**config.mk**
```make
export PLATFORM = sky130hd
export DESIGN_NAME = hilo_muldiv_ctrl
export DESIGN_NICKNAME = d
export VERILOG_FILES = /design/src/rtl/mips_muldiv_pkg.sv /design/src/rtl/hilo_iter_core.sv /design/src/rtl/hilo_muldiv_ctrl.sv
export SDC_FILE = /design/constraint.sdc
export NUM_CORES = 1
export LEC_CHECK = 0
export BUFFER_PORTS_ARGS = -buffer_cell sky130_fd_sc_hd__buf_2
export CAP_MARGIN = 20
export CORE_MARGIN = 10
export CORE_UTILIZATION = 28
export DETAILED_ROUTE_END_ITERATION = 7
export GPL_TIMING_DRIVEN = 0
export PLACE_DENSITY = 0.43
export SLEW_MARGIN = 20
export SYNTH_ARGS = -nofsm -noshare
export SYNTH_HDL_FRONTEND = slang
export SYNTH_SLANG_ARGS = --single-unit
```
**constraint.sdc**
```tcl
create_clock -name clk -period 6.1 [get_ports clk]
set_input_delay 0.61 -clock clk [delete_from_list [all_inputs] [get_ports clk]]
set_output_delay 0.61 -clock clk [all_outputs]
set_load 0.1 [all_outputs]
```
**src/rtl/mips_muldiv_pkg.sv**
```systemverilog
`default_nettype none
// mips_muldiv_pkg: op codes, sequencer states and size defaults for the HI/LO muldiv path (rev 1.0)
package mips_muldiv_pkg;

  localparam int WIDTH_DEF = 32;
  localparam int CNT_W_DEF = 6;

  localparam logic [2:0] OP_MULT  = 3'd0;
  localparam logic [2:0] OP_MULTU = 3'd1;
  localparam logic [2:0] OP_DIV   = 3'd2;
  localparam logic [2:0] OP_DIVU  = 3'd3;
  localparam logic [2:0] OP_MTHI  = 3'd4;
  localparam logic [2:0] OP_MTLO  = 3'd5;

  typedef enum logic [2:0] {
    IDLE = 3'd0,
    MUL  = 3'd1,
    DIV  = 3'd2,
    FIX  = 3'd3,
    DONE = 3'd4
  } state_t;

  function automatic logic op_is_signed(input logic [2:0] op);
    return (op == OP_MULT) || (op == OP_DIV);
  endfunction

endpackage
`default_nettype wire

```
**src/rtl/hilo_iter_core.sv**
```systemverilog
`default_nettype none
// hilo_iter_core: shared 2*WIDTH accumulator doing one shift-add or restoring-divide step per cycle (rev 1.0)
module hilo_iter_core #(
  parameter int WIDTH = 32,
  parameter int CNT_W = 6
) (
  input  logic                 clk,
  input  logic                 rst,
  input  logic                 load,
  input  logic                 step,
  input  logic                 div_mode,
  input  logic [2*WIDTH-1:0]   init,
  input  logic [WIDTH-1:0]     operand,
  output logic [2*WIDTH-1:0]   acc,
  output logic [CNT_W-1:0]     count
);

  logic [WIDTH-1:0]   opnd;
  logic [WIDTH:0]     mul_sum;
  logic [WIDTH:0]     div_trial;
  logic [2*WIDTH-1:0] acc_next;

  // Multiply: acc = {partial product, remaining multiplier bits}, shifted right.
  // Divide:   acc = {partial remainder, dividend/quotient bits}, shifted left.
  always_comb begin
    mul_sum   = {1'b0, acc[2*WIDTH-1:WIDTH]} + {1'b0, opnd};
    div_trial = acc[2*WIDTH-1:WIDTH-1] - {1'b0, opnd};
    acc_next  = acc;
    if (div_mode) begin
      if (div_trial[WIDTH])
        acc_next = {acc[2*WIDTH-2:0], 1'b0};
      else
        acc_next = {div_trial[WIDTH-1:0], acc[WIDTH-2:0], 1'b1};
    end else if (acc[0]) begin
      acc_next = {mul_sum, acc[WIDTH-1:1]};
    end else begin
      acc_next = {1'b0, acc[2*WIDTH-1:1]};
    end
  end

  always_ff @(negedge clk or posedge rst) begin
    if (rst) begin
      acc   <= '0;
      opnd  <= '0;
      count <= '0;
    end else if (load) begin
      acc   <= init;
      opnd  <= operand;
      count <= '0;
    end else if (step) begin
      acc   <= acc_next;
      count <= count + 1'b1;
    end
  end

endmodule
`default_nettype wire

```
**src/rtl/hilo_muldiv_ctrl.sv**
```systemverilog
`default_nettype none
// hilo_muldiv_ctrl: MIPS HI/LO multiply/divide sequencer, falling-edge clocked (rev 1.0).
// Optional macro HILO_FAST_MUL_EN selects a single-cycle combinational multiply.
module hilo_muldiv_ctrl
  import mips_muldiv_pkg::*;
#(
  parameter int WIDTH = WIDTH_DEF,
  parameter int CNT_W = CNT_W_DEF
) (
  input  logic             clk,
  input  logic             rst,
  input  logic             start,
  input  logic [2:0]       op,
  input  logic [WIDTH-1:0] rs_val,
  input  logic [WIDTH-1:0] rt_val,
  output logic             busy,
  output logic             done,
  output logic             dz,
  output logic [WIDTH-1:0] hi,
  output logic [WIDTH-1:0] lo
);

  localparam logic [CNT_W-1:0] LAST_STEP = CNT_W'(WIDTH - 1);

  state_t             state;
  logic               is_div;
  logic               neg_lo;
  logic               neg_hi;

  logic               is_mul_op;
  logic               is_div_op;
  logic               a_neg;
  logic               b_neg;
  logic [WIDTH-1:0]   a_mag;
  logic [WIDTH-1:0]   b_mag;
  logic               core_load;
  logic               core_step;
  logic [2*WIDTH-1:0] core_init;
  logic [WIDTH-1:0]   core_opnd;
  logic [2*WIDTH-1:0] acc;
  logic [CNT_W-1:0]   count;
  logic [2*WIDTH-1:0] prod_fix;
  logic [WIDTH-1:0]   quo_fix;
  logic [WIDTH-1:0]   rem_fix;

  always_comb begin
    is_mul_op = (op == OP_MULT) || (op == OP_MULTU);
    is_div_op = (op == OP_DIV) || (op == OP_DIVU);
    a_neg     = op_is_signed(op) && rs_val[WIDTH-1];
    b_neg     = op_is_signed(op) && rt_val[WIDTH-1];
    a_mag     = a_neg ? -rs_val : rs_val;
    b_mag     = b_neg ? -rt_val : rt_val;
  end

  // The core always iterates on magnitudes; the sign bits are applied in FIX.
  always_comb begin
    core_init = {{WIDTH{1'b0}}, a_mag};
    core_opnd = b_mag;
    if (is_mul_op) begin
`ifdef HILO_FAST_MUL_EN
      core_init = {{WIDTH{1'b0}}, a_mag} * {{WIDTH{1'b0}}, b_mag};
`else
      core_init = {{WIDTH{1'b0}}, b_mag};
`endif
      core_opnd = a_mag;
    end
  end

  assign core_load = (state == IDLE) && start &&
                     (is_mul_op || (is_div_op && (rt_val != '0)));
  assign core_step = (state == MUL) || (state == DIV);

  always_comb begin
    prod_fix = neg_lo ? -acc : acc;
    quo_fix  = neg_lo ? -acc[WIDTH-1:0] : acc[WIDTH-1:0];
    rem_fix  = neg_hi ? -acc[2*WIDTH-1:WIDTH] : acc[2*WIDTH-1:WIDTH];
  end

  hilo_iter_core #(
    .WIDTH (WIDTH),
    .CNT_W (CNT_W)
  ) u_core (
    .clk      (clk),
    .rst      (rst),
    .load     (core_load),
    .step     (core_step),
    .div_mode (is_div),
    .init     (core_init),
    .operand  (core_opnd),
    .acc      (acc),
    .count    (count)
  );

  always_ff @(negedge clk or posedge rst) begin
    if (rst) begin
      state  <= IDLE;
      busy   <= 1'b0;
      done   <= 1'b0;
      dz     <= 1'b0;
      hi     <= '0;
      lo     <= '0;
      is_div <= 1'b0;
      neg_lo <= 1'b0;
      neg_hi <= 1'b0;
    end else begin
      done <= 1'b0;
      case (state)
        IDLE: begin
          if (start) begin
            case (op)
              OP_MTHI: begin
                hi   <= rs_val;
                dz   <= 1'b0;
                done <= 1'b1;
              end
              OP_MTLO: begin
                lo   <= rs_val;
                dz   <= 1'b0;
                done <= 1'b1;
              end
              OP_MULT, OP_MULTU: begin
                dz     <= 1'b0;
                is_div <= 1'b0;
                neg_lo <= a_neg ^ b_neg;
                neg_hi <= 1'b0;
                busy   <= 1'b1;
`ifdef HILO_FAST_MUL_EN
                state  <= FIX;
`else
                state  <= MUL;
`endif
              end
              OP_DIV, OP_DIVU: begin
                if (rt_val == '0) begin
                  dz    <= 1'b1;
                  done  <= 1'b1;
                  state <= DONE;
                end else begin
                  dz     <= 1'b0;
                  is_div <= 1'b1;
                  neg_lo <= a_neg ^ b_neg;
                  neg_hi <= a_neg;
                  busy   <= 1'b1;
                  state  <= DIV;
                end
              end
              default: ;
            endcase
          end
        end
        MUL, DIV: begin
          if (count == LAST_STEP)
            state <= FIX;
        end
        FIX: begin
          if (is_div) begin
            lo <= quo_fix;
            hi <= rem_fix;
          end else begin
            {hi, lo} <= prod_fix;
          end
          busy  <= 1'b0;
          done  <= 1'b1;
          state <= DONE;
        end
        DONE: state <= IDLE;
        default: state <= IDLE;
      endcase
    end
  end

endmodule
`default_nettype wire

```
# [After elaboration in Yosys (flattened, before gate mapping)]
# Cells that the tools add are included.
[op_classes] n_mux=41 n_addsub=8 bitwise_logic=1 eq_ne=16 n_reduce_logical=29
[ops] op="$mux W32" n=12
[ops] op="$mux W64" n=6
[ops] op="$neg A32 Y32" n=4
[ops] op="$pmux W32 S2" n=2
[ops] op="$neg A64 Y64" n=1
[ops] op="$add A32 B32 Y33" n=1
[ops] op="$sub A33 B32 Y33" n=1
[ops] op="$logic_not A32 Y1" n=1
[ops] op="$reduce_bool A32 Y1" n=1
[ops] op="$pmux W1 S2" n=8
[ops] op="$eq A3 B2 Y1 const B" n=4
[ops] op="$mux W6" n=2
[ops] op="$reduce_and A3 Y1" n=4
[ops] op="$mux W3" n=3
[ops] op="$pmux W3 S3" n=1
[ops] op="$reduce_and A4 Y1" n=2
[ops] op="$reduce_bool A2 Y1" n=4
[ops] op="$reduce_or A2 Y1" n=4
[ops] op="$add A6 B1 Y6 const B" n=1
[ops] op="$eq A3 B1 Y1 const B" n=2
[ops] op="$eq A3 B3 Y1 const B" n=2
[ops] op="$eq A6 B5 Y1 const B" n=1
[ops] op="$logic_not A3 Y1" n=2
[ops] op="$mux W1" n=6
[ops] op="9 further kinds" n=20
[totals] reg_bits=175 elab_cells=107 output_inout_bits=67 in_bits=70

# [Depth between registers and ports, before layout]
[logic_depth] ltp_word=6 depth_mapped=15 ltp_nobuf=13

# [Cells and area by module]
# A second synthesis with hierarchy kept.
[unflattened] cells_unflattened=2173 area_unflattened_um2=16864.9
[by_module_without_submodules] mod="hilo_iter_core" cells_each=1147 area_each_um2=9017.4 instances=1 seq_area_each_um2=2552.4
[by_module_without_submodules] mod="hilo_muldiv_ctrl" cells_each=1026 area_each_um2=7847.5 instances=1 seq_area_each_um2=1826.8

==> summary.md <==
| Metric | Value |
|---|---|
| Hold crit path type | reg -> reg |
| Met3 WL post-DR | 5.039 mm |
| Drt first pass iters | 5 |
| Unrepaired setup endpoints after global routing | yes |
| YS warnings | 0 |
| Clk slew on worst S/H paths | 0.05 ns |
| Worst path arrival time | 3.26 ns |
| Slew Viols, Final | 0 |
| WP data required | 3.31 ns |
| DIE AREA | 63630 um^2 |
| Max layer used | met5 |
| Most frequent cells in the layout | nand2_1, nor2_1, o21ai_0, a21oi_1, dfrtn_1 |
| Clock sink count | 175 |
| Die width | 252.2 um |
| Clock root buffer | clkbuf_16 |
| Layout cells sized above 1 | 12.56% |
| WL met1 | 32.63 mm |
| Mapped Avg Cell Area | 7.685 um^2 |
| Die Ht | 252.2 um |
| Asr flop ratio synth | 100.0% |
| Gr usage total | 22.01% |
| I/O pin count | 137 |
| Routed Antenna Nets | 0 |
| Most common cell after layout, fill and taps aside | nand2_1 |
| Core Rows | 85 |
| WL final | 71.37 mm |
| Crit Path Class | in -> reg |
| DP HPWL | 58.18 mm |
| Num CTS Buffers | 17 |
| Max transition margin | 32.32% |
| #FFs+latches synth | 175 |
| Synth Cell Area | 15100 um^2 |
| Net Count, Synth | 2110 |
| Peak fanout along the critical path | 10 |
| Status | complete, no violations |
| CTS tree | done |
| Area grow syn2layout | 17.58% |
| Final Non-Filler Cells | 2856 |
| Post-synth EDFFs | 0 |
| Post-route DRC violation count | 0 |
| First-pass GRT wire length | 103.6 mm |
| MaxCap Viol Count | 0 |
| Post-Syn Instances | 1965 |
| Initial Util | 28.17% |
| Routed length on met2 | 31.73 mm |
| Worst slew pin tran | 1.015 ns |
| Port Buffers | 136 |
| Fillers | 5814 |
| Count of different cell masters after synthesis | 77 |
| # setup viols final | 0 |
| WL/cell | 24.99 um |
| Critical path capture point type | flip-flop |
| GRT overflow | 0 |
| H-tree depth | 4 |
| Largest net degree at the start of global routing | 31 |
| Hold_buf cts | 0 |
| Placed Cells | 2804 |
| Vias in the first global route | 15.23k |
| Final Hold Fails | 0 |
| Vias | 15.84k |
| GPL Wtd Cong | 0.9474 |
| Iter 0 DRT Violations | 1773 |
| Top_reg_cell synth | dfrtn_1 |
| Final layout net count | 2291 |
| Sequential fraction of the synthesis area | 29.00% |
| Initial antenna violation count | 2 |
| Clock Tree Buf Depth | 2 |
| Skew final | 0.01558 ns |
| Core area | 53600 um^2 |
| Critical Path Start Type | input pin |
| Skew-Pair Late Insertion Delay | 0.45 ns |
| Vias per inst | 5.547 |
## timing repair
item                                    CTS  global route
pin swaps                                11             6
endpoints found under the hold margin     0             0
buffers inserted                         12             7
resized for setup                        41            34
endpoints found under the setup margin  106            82
## logic make-up after synthesis
kind of cell               Yosys count  synth area share (%)
adders and majority gates           75                 6.313
buffers and inverters              187                 4.772
and+or+nand+nor                    647                 19.25
xor gates and xnor gates           179                 10.38
muxes                               64                 4.325
AOI/OAI and AO/OA                  638                 25.96
DFF                                175                 29.00
## cells in the mapped netlist, drive strengths merged (6+ instances only)
library cell,count,area (um^2)
o21a,13,97.59
o21ai,214,1075
nand3,33,165.2
buf,21,96.34
nor4,13,87.58
and2,10,62.56
nor2b,11,68.82
xor2,85,744.5
a21boi,10,75.07
nand2b,13,81.33
nor2,210,788.3
o41ai,8,77.58
a221o,7,70.07
o211ai,27,202.7
o31ai,48,365.3
a21o,28,210.2
a32o,6,60.06
nand4,13,81.33
a21oi,177,885.9
o221ai,20,175.2
ha,73,913.4
or4,13,105.1
xnor2,94,823.3
dfrtn,175,4379
a221oi,6,52.55
mux2i,54,540.5
or3,21,136.4
clkbuf,101,380.4
a211oi,14,105.1
or2,7,43.79
and3,9,56.30
inv,64,240.2
nand2,241,904.6
nor3,34,170.2
mux2,10,112.6
a31oi,20,125.1
## registers in the layout (all words and copies together) (netlist names)
signal	count
neg_hi	1
dz	1
hi	32
done	1
state	3
is_div	1
neg_lo	1
u_core.opnd	32
u_core.count	6
u_core.acc	64
busy	1
lo	32
## worst max-delay path, cell delays in order
cell and delay (ns):
buf_2 0.12, inv_1 0.11, ha_1 0.15, clkbuf_1 0.60, inv_1 0.12, clkbuf_1 0.33, clkbuf_1 0.42, o211ai_1 0.62
o21ai_1 0.16
## worst paths after layout
| check | cells after the start | start | slack [ns] | to |
|---|---|---|---|---|
| worst max-delay path | 9 | op[1] | 0.05 | u_core.opnd[19] |
| worst min-delay path | 2 | lo[7] | 0.42 | lo[7] |
| worst max register to register | 14 | u_core.acc[32] | 0.76 | u_core.acc[51] |
| worst min register to register | 2 | lo[7] | 0.42 | lo[7] |
| max in group asynchronous | 5 | rst | 2.01 | u_core.opnd[23] |
| min in group asynchronous | 2 | rst | 3.12 | hi[30] |
## metrics by stage
step                cell area, um^2  util (%)  TNS [ns]  worst slack, ns  hold WS [ns]
global placement              16670     31.09   -358.26           -1.779        0.4220
global route                  17750     33.12  -0.09371         -0.05132        0.4473
finish                        17760     33.13         0          0.05295        0.4176
floorplan                     15110         -         0          0.08469        0.4244
CTS                           17610     32.86         0         0.001462        0.4279
detailed placement            16810     31.37   -151.26           -1.756        0.4280
## routing by layer
metal  GRT usage [%]  vias to the layer above
met2           34.17                      575
li1                -                     7395
met5               0                        -
met4           6.664                        2
met1           29.98                     7788
met3           4.719                       82
## cell type report
cell class | count | area [um^2] | share of cell area (%)
multi-input combinational | 1603 | 10170 | 57.29
clock inverter | 13 | 115.1 | 0.6483
clock buffer | 18 | 439.2 | 2.473
tap | 696 | 870.8 | 4.904
sequential | 175 | 4379 | 24.66
timing repair buffer | 162 | 978.4 | 5.510
buffer | 122 | 549.3 | 3.093
inverter | 65 | 247.7 | 1.395
antenna | 2 | 5.005 | 0.02818
Power is not shown: default switching activity piles up to over one toggle a cycle in this logic, so the estimate is an artifact.
